$ cat src/rtl/dsm_sample_sequencer.sv
// dsm_sample_sequencer
// Feeds buffered signed samples to an order-1 DSM DAC. An 8-entry FIFO takes
// samples from an upstream valid/ready source. In RUN, a phase counter issues
// a one-cycle sample strobe every osr_q clocks. Each strobe loads the FIFO
// head, or loads 0 and flags underflow when the FIFO is empty. Dropping
// i_enable flushes the FIFO and parks the outputs at 0.
module dsm_sample_sequencer #(
  parameter int DATA_WIDTH = 8,
  parameter int OSR_WIDTH  = 16,
  parameter int FIFO_AW    = 3
) (
  input  logic                  i_clk,
  input  logic                  i_rst_n,
  input  logic                  i_enable,
  input  logic [OSR_WIDTH-1:0]  i_osr,
  input  logic                  i_s_valid,
  input  logic [DATA_WIDTH-1:0] i_s_data,
  output logic                  o_s_ready,
  output logic                  o_sample,
  output logic [DATA_WIDTH-1:0] o_data,
  output logic                  o_running,
  output logic                  o_underflow,
  output logic [15:0]           o_underflow_count,
  output logic [FIFO_AW:0]      o_level
);

  localparam int DEPTH = 2 ** FIFO_AW;
  localparam logic [FIFO_AW:0]     LVL_FULL  = (FIFO_AW + 1)'(DEPTH);
  localparam logic [FIFO_AW:0]     LVL_PRIME = (FIFO_AW + 1)'(DEPTH / 2);
  localparam logic [FIFO_AW:0]     LVL_ONE   = (FIFO_AW + 1)'(1);
  localparam logic [FIFO_AW-1:0]   PTR_ONE   = FIFO_AW'(1);
  localparam logic [OSR_WIDTH-1:0] OSR_ONE   = OSR_WIDTH'(1);
  localparam logic [15:0]          UFC_MAX   = 16'hFFFF;

  typedef enum logic [1:0] {ST_IDLE, ST_PRIME, ST_RUN} state_e;

  state_e                  state_q, state_d;
  logic [OSR_WIDTH-1:0]    osr_q, osr_d;
  logic [OSR_WIDTH-1:0]    phase_q, phase_d;
  logic                    sample_q, sample_d;
  logic [DATA_WIDTH-1:0]   data_q, data_d;
  logic                    uf_q, uf_d;
  logic [15:0]             ufc_q, ufc_d;
  logic [FIFO_AW-1:0]      wr_ptr_q, wr_ptr_d;
  logic [FIFO_AW-1:0]      rd_ptr_q, rd_ptr_d;
  logic [FIFO_AW:0]        level_q, level_d;
  logic [DATA_WIDTH-1:0]   mem [DEPTH];

  logic s_ready;
  logic push;
  logic pop;
  logic flush;

  // Ready depends only on registered state, so upstream never sees a comb path.
  assign s_ready = (state_q != ST_IDLE) && (level_q < LVL_FULL);

  // State register.
  // NOTE: every clocked block uses non-blocking (<=) so all registers update
  // from the same pre-edge values; blocking here would create order races.
  always_ff @(posedge i_clk or negedge i_rst_n) begin
    if (!i_rst_n) state_q <= ST_IDLE;
    else          state_q <= state_d;
  end

  // Next-state logic: stop always wins, PRIME waits for a half-full FIFO.
  // NOTE: each combinational block assigns a default to every output first,
  // so no path leaves a signal unassigned and no latch is inferred.
  always_comb begin
    state_d = state_q;
    unique case (state_q)
      ST_IDLE:  if (i_enable) state_d = ST_PRIME;
      ST_PRIME: begin
        if (!i_enable)                  state_d = ST_IDLE;
        else if (level_q >= LVL_PRIME)  state_d = ST_RUN;
      end
      ST_RUN:   if (!i_enable) state_d = ST_IDLE;
      default:  state_d = ST_IDLE;
    endcase
  end

  // Output/datapath logic: next values for the registered outputs, FIFO controls.
  always_comb begin
    osr_d    = osr_q;
    phase_d  = phase_q;
    sample_d = 1'b0;
    data_d   = data_q;
    uf_d     = 1'b0;
    ufc_d    = ufc_q;
    push     = 1'b0;
    pop      = 1'b0;
    flush    = 1'b0;
    unique case (state_q)
      ST_IDLE: begin
        flush   = 1'b1;
        data_d  = '0;
        phase_d = '0;
        // 0 and 1 both mean one strobe per clock.
        if (i_enable) osr_d = (i_osr == '0) ? OSR_ONE : i_osr;
      end
      ST_PRIME: begin
        phase_d = '0;
        if (!i_enable) begin
          flush  = 1'b1;
          data_d = '0;
        end else begin
          push = i_s_valid && s_ready;
        end
      end
      ST_RUN: begin
        if (!i_enable) begin
          flush   = 1'b1;
          data_d  = '0;
          phase_d = '0;
        end else begin
          push = i_s_valid && s_ready;
          if (phase_q == osr_q - OSR_ONE) begin
            phase_d  = '0;
            sample_d = 1'b1;
            if (level_q != '0) begin
              pop    = 1'b1;
              data_d = mem[rd_ptr_q];
            end else begin
              data_d = '0;
              uf_d   = 1'b1;
              if (ufc_q != UFC_MAX) ufc_d = ufc_q + 16'd1;
            end
          end else begin
            phase_d = phase_q + OSR_ONE;
          end
        end
      end
      default: begin
        flush  = 1'b1;
        data_d = '0;
      end
    endcase
  end

  // FIFO pointer/occupancy update; a full FIFO has s_ready low, so a
  // same-edge pop can never let a push in.
  always_comb begin
    wr_ptr_d = wr_ptr_q;
    rd_ptr_d = rd_ptr_q;
    level_d  = level_q;
    if (flush) begin
      wr_ptr_d = '0;
      rd_ptr_d = '0;
      level_d  = '0;
    end else begin
      if (push) wr_ptr_d = wr_ptr_q + PTR_ONE;
      if (pop)  rd_ptr_d = rd_ptr_q + PTR_ONE;
      if (push && !pop)      level_d = level_q + LVL_ONE;
      else if (pop && !push) level_d = level_q - LVL_ONE;
    end
  end

  // Control and output registers.
  always_ff @(posedge i_clk or negedge i_rst_n) begin
    if (!i_rst_n) begin
      osr_q    <= OSR_ONE;
      phase_q  <= '0;
      sample_q <= 1'b0;
      data_q   <= '0;
      uf_q     <= 1'b0;
      ufc_q    <= '0;
      wr_ptr_q <= '0;
      rd_ptr_q <= '0;
      level_q  <= '0;
    end else begin
      osr_q    <= osr_d;
      phase_q  <= phase_d;
      sample_q <= sample_d;
      data_q   <= data_d;
      uf_q     <= uf_d;
      ufc_q    <= ufc_d;
      wr_ptr_q <= wr_ptr_d;
      rd_ptr_q <= rd_ptr_d;
      level_q  <= level_d;
    end
  end

  // FIFO storage write.
  // NOTE: the storage array has no reset; level_q gates every read, so stale
  // contents are never observed, and leaving it out keeps it a plain RAM.
  always_ff @(posedge i_clk) begin
    if (push) mem[wr_ptr_q] <= i_s_data;
  end

  assign o_s_ready         = s_ready;
  assign o_sample          = sample_q;
  assign o_data            = data_q;
  assign o_running         = (state_q == ST_RUN);
  assign o_underflow       = uf_q;
  assign o_underflow_count = ufc_q;
  assign o_level           = level_q;

endmodule

$ cat config.mk
export PLATFORM = sky130hd
export DESIGN_NAME = dsm_sample_sequencer
export DESIGN_NICKNAME = d
export VERILOG_FILES = /design/src/rtl/dsm_sample_sequencer.sv
export SDC_FILE = /design/constraint.sdc
export NUM_CORES = 1
export LEC_CHECK = 0
export CAP_MARGIN = 20
export CORE_UTILIZATION = 30
export CTS_CLUSTER_SIZE = 20
export DETAILED_ROUTE_END_ITERATION = 6
export GPL_ROUTABILITY_DRIVEN = 0
export PLACE_DENSITY = 0.57
export SYNTH_ARGS = -nofsm -noshare
export SYNTH_HDL_FRONTEND = slang
export SYNTH_SLANG_ARGS = --single-unit
export TNS_END_PERCENT = 50
$ cat constraint.sdc
create_clock -name i_clk -period 6 [get_ports i_clk]
set_input_delay 1.2 -clock i_clk [delete_from_list [all_inputs] [get_ports i_clk]]
set_output_delay 1.2 -clock i_clk [all_outputs]
set_load 0.1 [all_outputs]
=== Word-level counts from Yosys, hierarchy flattened ===
Memories as Yosys holds them, arrays and structs flattened.
Index checks and enable logic that the tools add are counted.

* Register bits: 70
* Memory bits (writable): 64
* Output and inout bits: 32
* Memories: 1

* $add $sub $neg: 7
* $lt $le $gt $ge: 2
* Eq/ne operators: 9
* Muxes and demuxes: 38
* Bitwise logic cells: 1
* Reductions and logical operators: 20

{| class="wikitable"
|+ Memory list
! memory !! words !! bits a word !! read ports !! clocked after memory_dff !! wr ports !! RTL line !! text
|-
| mem || 8 || 8 || 1 || 0 || 1 || 47 || <nowiki>logic [DATA_WIDTH-1:0] mem [DEPTH];</nowiki>
|}

{| class="wikitable"
|+ Operators by type and width
! operator !! number
|-
| two-way mux 16 bit || 3
|-
| adder 16 x 1 -> 16 bit, second input constant || 2
|-
| two-way mux 8 bit || 4
|-
| case mux 16 bit (2 select lines) || 1
|-
| two-way mux 1 bit || 17
|-
| == test 16 bit || 1
|-
| zero test 16 bit || 1
|-
| inequality test 16 bit, second input constant || 1
|-
| case mux 8 bit (2 select lines) || 1
|-
| subtractor 16 x 1 -> 16 bit, second input constant || 1
|-
| two-way mux 3 bit || 4
|-
| two-way mux 4 bit || 3
|-
| two-way mux 2 bit || 4
|-
| nonzero test 2 bit || 4
|-
| adder 3 x 1 -> 3 bit, second input constant || 2
|-
| inequality test 2 bit, second input constant || 3
|-
| case mux 2 bit (3 select lines) || 1
|-
| AND reduction 5 bit || 1
|-
| adder 4 x 1 -> 4 bit, second input constant || 1
|-
| greater-or-equal comparator 4 x 3 -> 1 bit, second input constant || 1
|-
| logical AND 1 bit || 4
|-
| < comparator 4 bit, second input constant || 1
|-
| AND reduction 2 bit || 2
|-
| nonzero test 4 bit || 1
|-
| other kinds (11) || 13
|}

=== Logic depth before layout (Yosys ltp) ===
* Depth after elaboration: 10
* Gate-level depth with buffers: 15

=== Worst setup path after synthesis ===
No wires, ideal clock.

* Path type: register -> register
* Start point: register level_q[3] (netlist: o_level[3])
* End point: register level_q[1] (netlist: o_level[1])
* Arrival time: 4.432 ns
* Required time: 5.927 ns
* Slack: 1.495 ns
* Stages on the path, launching flop included: 10
* Path buffers: 1
* Cells stage by stage: dfrtp_1 -> nor2_1 -> and2_1 -> buf_1 -> nand2_1 -> or2_2 -> inv_1 -> fa_1 -> or4_1 -> nand3_1

* Elaborated cells on any way between the ends: 17
* Those cells by class: order compare: 1; mux: 8; reduce/logical: 8

{| class="wikitable"
|+ RTL lines
! what !! RTL line !! text
|-
| start: declaration || 46 || <nowiki>logic [FIFO_AW:0] level_q, level_d;</nowiki>
|-
| start signal: assignment || 178 || <nowiki>level_q <= level_d;</nowiki>
|-
| < comparator 4 bit (*) || 55 || <nowiki>assign s_ready = (state_q != ST_IDLE) && (level_q < LVL_FULL);</nowiki>
|-
| logical AND 1 bit (*) || 55 ||
|-
| net o_s_ready || 18 || <nowiki>output logic o_s_ready,</nowiki>
|-
| logical AND 1 bit (*) || 106, 115 ||
|-
| two-way mux 1 bit (*) || 102, 110 ||
|-
| two-way mux 1 bit (*) || n/a ||
|-
| logical AND 1 bit / zero test 1 bit (equally long branches) || 152, 153 ||
|-
| two-way mux 4 bit / logical AND 1 bit (equally long branches) || 152, 153 ||
|-
| two-way mux 4 bit / nonzero test 3 bit (equally long branches) || n/a ||
|}

The timed path passes the listed nets; every way through them passes the cells marked *.
A chain may end at the register's enable or synchronous reset.

=== Worst setup path after layout ===
* Start point: register osr_q[2]
* End point: register level_q[3] (netlist: o_level[3])

* Longest elaborated chain between the ends: 9
* Elaborated cells on any way between the ends: 11
* Those cells by class: add/sub: 1; eq/ne: 1; mux: 5; reduce/logical: 4

{| class="wikitable"
|+ RTL lines
! what !! RTL line !! text
|-
| start: declaration || 38 || <nowiki>logic [OSR_WIDTH-1:0] osr_q, osr_d;</nowiki>
|-
| start signal: assignment || 170 || <nowiki>osr_q <= osr_d;</nowiki>
|-
| subtractor 16 x 1 -> 16 bit (*) || 116 || <nowiki>if (phase_q == osr_q - OSR_ONE) begin</nowiki>
|-
| == test 16 bit (*) || 116 ||
|-
| two-way mux 1 bit (*) || 116 ||
|-
| two-way mux 1 bit (*) || 110 || <nowiki>if (!i_enable) begin</nowiki>
|-
| two-way mux 1 bit (*) || 92 || <nowiki>unique case (state_q)</nowiki>
|-
| zero test 1 bit || 152 || <nowiki>if (push && !pop) level_d = level_q + LVL_ONE;</nowiki>
|-
| logical AND 1 bit || 152 ||
|-
| two-way mux 4 bit || 152 ||
|-
| two-way mux 4 bit || 145 || <nowiki>if (flush) begin</nowiki>
|}

Mark *: on every way between the ends. The rest lies on a longest branch, timed or not.

==> summary.md <==
| Metric | Value |
|---|---|
| Chip Width | 149 um |
| Req. time, crit path | roughly 6.3 ns |
| Global route overflow | 0 |
| CTS Sinks | 134 |
| Pin count of the biggest net entering global routing | 71 |
| Main synth FF type | dfrtp_1 |
| Max Slew Vio Count | 0 |
| Die Footprint | 22100 um2 |
| CTS tree | yes |
| Num CTS Buffers | 17 |
| Startpoint types | register |
| Via density | 4.97 |
| Drt drc | 0 |
| Synth area leaders | edfxtp_1 30%, dfrtp_1 27%, mux4_2 5.6% |
| EDFF count, synth | 64 |
| Total GRT Usage | 0.145 |
| Count leader, synth | dfrtp_1 |
| Pwr/cell area | 368 nW/um2 |
| Core Region | 21000 um2 |
| Mapped Area | around 6400 um2 |
| Largest fanout on the critical path | 13 |
| Post-Syn Instances | 505 |
| Final core occ | 0.376 |
| Hold_buf cts | 0 |
| RSZ-0062 raised after global routing | false |
| List of most frequent post-synthesis cells | 69 x dfrtp_1, 64 x edfxtp_1, 37 x nand2_1, 37 x nor2_1, 32 x xnor2_1 |
| Post-route ant nets | 0 |
| Vias after detailed routing | about 4300 |
| Fin. Hold Viols | 0 |
| Drt first pass iters | 5 |
| Die Y | approximately 150 um |
| Max Fclk | 238 MHz |
| FF-to-FF setup slack | 1.79 ns |
| IO buf count | 59 |
| Post-synth net total | 545 |
| Synth warn | 0 |
| Slew at the pin closest to its max-slew limit | 1.04 ns |
| N_diodes | 0 |
| H-tree levels | 4 |
| Status | completed |
| Root buffer cell | clkbuf_16 |
| Mean Syn Cell Area | approximately 13 um2 |
| Sequential area share after synthesis | 0.571 |
| Area delta synth->final | 22.9% |
| Drt initial violations | 210 |
| Rows | 53 |
| CTS max path bufs | 2 |
| Nets | 608 |
| Tmin final | between 4 and 5 ns |
| Leak | 0.00290 uW |
| Routed len/inst | 17.3 um |
| CP Class | reg -> reg |
| Fin Setup TNS | 0 ns |
| Setup-failing EPs final | 0 |
| Netlist cell types | 59 |
| Post-CTS setup buffer count | 0 |
| Fillers | around 2000 |
| Number of global-route vias before repair | 4431 |
| Cts repair resizes | 0 |
| Antenna violations before repair | 0 |
| Synth area leader | edfxtp_1 |
| Flops & latches, synth | 134 |
| Worst slew margin | 0.306 |
| Crit path DAT | 4.51 ns |
| Final wirelength | ~15000 um |
| Initial Util | 0.306 |
| I/O Pins | 60 |
| Hold crit path type | reg -> reg |
| Period utilization | 0.701 |
| Post-DP HPWL | between 10000 and 15000 um |
| Post-synth ARST share | 0.522 |
| Max-cap violations | 0 |
| Share of cells above drive strength 1 | 0.155 |
| Worst-skew pair later-pin latency | 0.43 ns |
| Skew final | 0.0131 ns |
| First-pass GRT wire length | 24100 um |
| Peak supply drop | 0.176 mV |
| Top cell type's share of synthesized area | 0.298 |
| Clock-pin transition on the worst setup and hold timing paths | 0.06 ns |
| Worst setup EP type | register |
==> worst paths after layout <==
| path | from | to | depth (start not counted) |
|---|---|---|---|
| max in group asynchronous | i_rst_n | o_underflow_count[4] | 2 |
| worst min register to register | o_underflow_count[6] | o_underflow_count[6] | 1 |
| min in group asynchronous | i_rst_n | osr_q[11] | 2 |
| worst max register to register | osr_q[2] | o_level[3] | 12 |
| worst max-delay path | osr_q[2] | o_level[3] | 12 |
| worst min-delay path | o_underflow_count[6] | o_underflow_count[6] | 1 |
==> metal layers <==
metal / GRT usage / wire, um / vias up
met5: 0 / 0 / -
met4: 0.0562 / 272 / 0
met3: 0.0356 / 479 / 25
met2: 0.235 / 7160 / 76
met1: 0.186 / 6860 / 2156
li1: - / - / 2000
==> cell usage in the layout, fill, tap and decap left out, types with 5 or more instances in the layout <==
cell type,Yosys,layout
a21oi_1,10,10
and2_1,5,5
and3_1,18,18
clkbuf_16,0,17
clkdlybuf4s50_1,0,58
dfrtp_1,69,69
edfxtp_1,64,64
ha_1,11,11
inv_1,18,18
inv_6,0,9
mux2_2,17,17
mux2i_1,11,11
mux4_2,16,16
nand2_1,37,37
nand3_1,12,12
nand4_1,16,16
nor2_1,37,37
nor3_1,15,11
nor3_2,1,5
nor4_1,11,10
o21ai_0,7,7
o22ai_1,8,8
xnor2_1,32,32
xor2_1,17,17
==> final cells by class <==
class / count / area, um2 / area share
Clock buffer: 18 / 439 / 0.0555
Clock inverter: 14 / 138 / 0.0174
Inverter: 18 / 67.6 / 0.00854
Multi-Input combinational cell: 334 / 2630 / 0.332
Sequential cell: 134 / 3670 / 0.464
Tap cell: 275 / 344 / 0.0435
Timing Repair Buffer: 63 / 623 / 0.0787
==> sequential cells by signal (all words and copies together) (netlist names) <==
signal / count
mem: 64
o_data: 8
o_level: 4
o_sample: 1
o_underflow: 1
o_underflow_count: 16
osr_q: 16
phase_q: 16
rd_ptr_q: 3
state_q: 2
wr_ptr_q: 3
==> worst max-delay path, cell delays in order (launching register included) <==
cell      delay [ns]
dfrtp_1         0.45
nor4_2          0.89
nand4_1         0.20
and2_1          0.23
or4_4           0.57
nor4_2          0.28
buf_4           0.23
or2_2           0.16
ha_1            0.23
a21o_1          0.19
a21oi_1         0.21
a21boi_0        0.14
o31a_1          0.30
==> stage by stage <==
step           hold slack (ns)  cell area (um2)  setup WS (ns)  total power [uW]  std cells
2_1_floorplan            0.501             6440           1.50              1690        505
3_3_place_gp             0.477             7320           1.89              1870        823
3_5_place_dp             0.501             7340           1.81              1900        824
4_1_cts                  0.511             7910           1.81              2930        856
5_1_grt                  0.537             7910           1.40              3050        856
6_report                 0.509             7910           1.79              2910        856
==> logic make-up (layout without fill, tap and decap cells) <==
group | count (synthesis) | after routing | synth area share
adders and majority gates | 12 | 12 | 0.0245
buffers and inverters | 37 | 113 | 0.0256
and+or+nand+nor | 183 | 183 | 0.157
xor gates and xnor gates | 50 | 50 | 0.0701
AOI/OAI and AO/OA | 45 | 45 | 0.0494
DFF | 134 | 134 | 0.571
muxes | 44 | 44 | 0.103
==> where the power goes <==
part           leakage, uW  internal [uW]  switching [uW]  total (uW)
Clock             0.000280            592             436        1030
Combinational      0.00112            279             433         712
Sequential         0.00151           1050             121        1170
Total              0.00290           1920             990        2910
No activity file was read; power rests on OpenSTA's default activity.
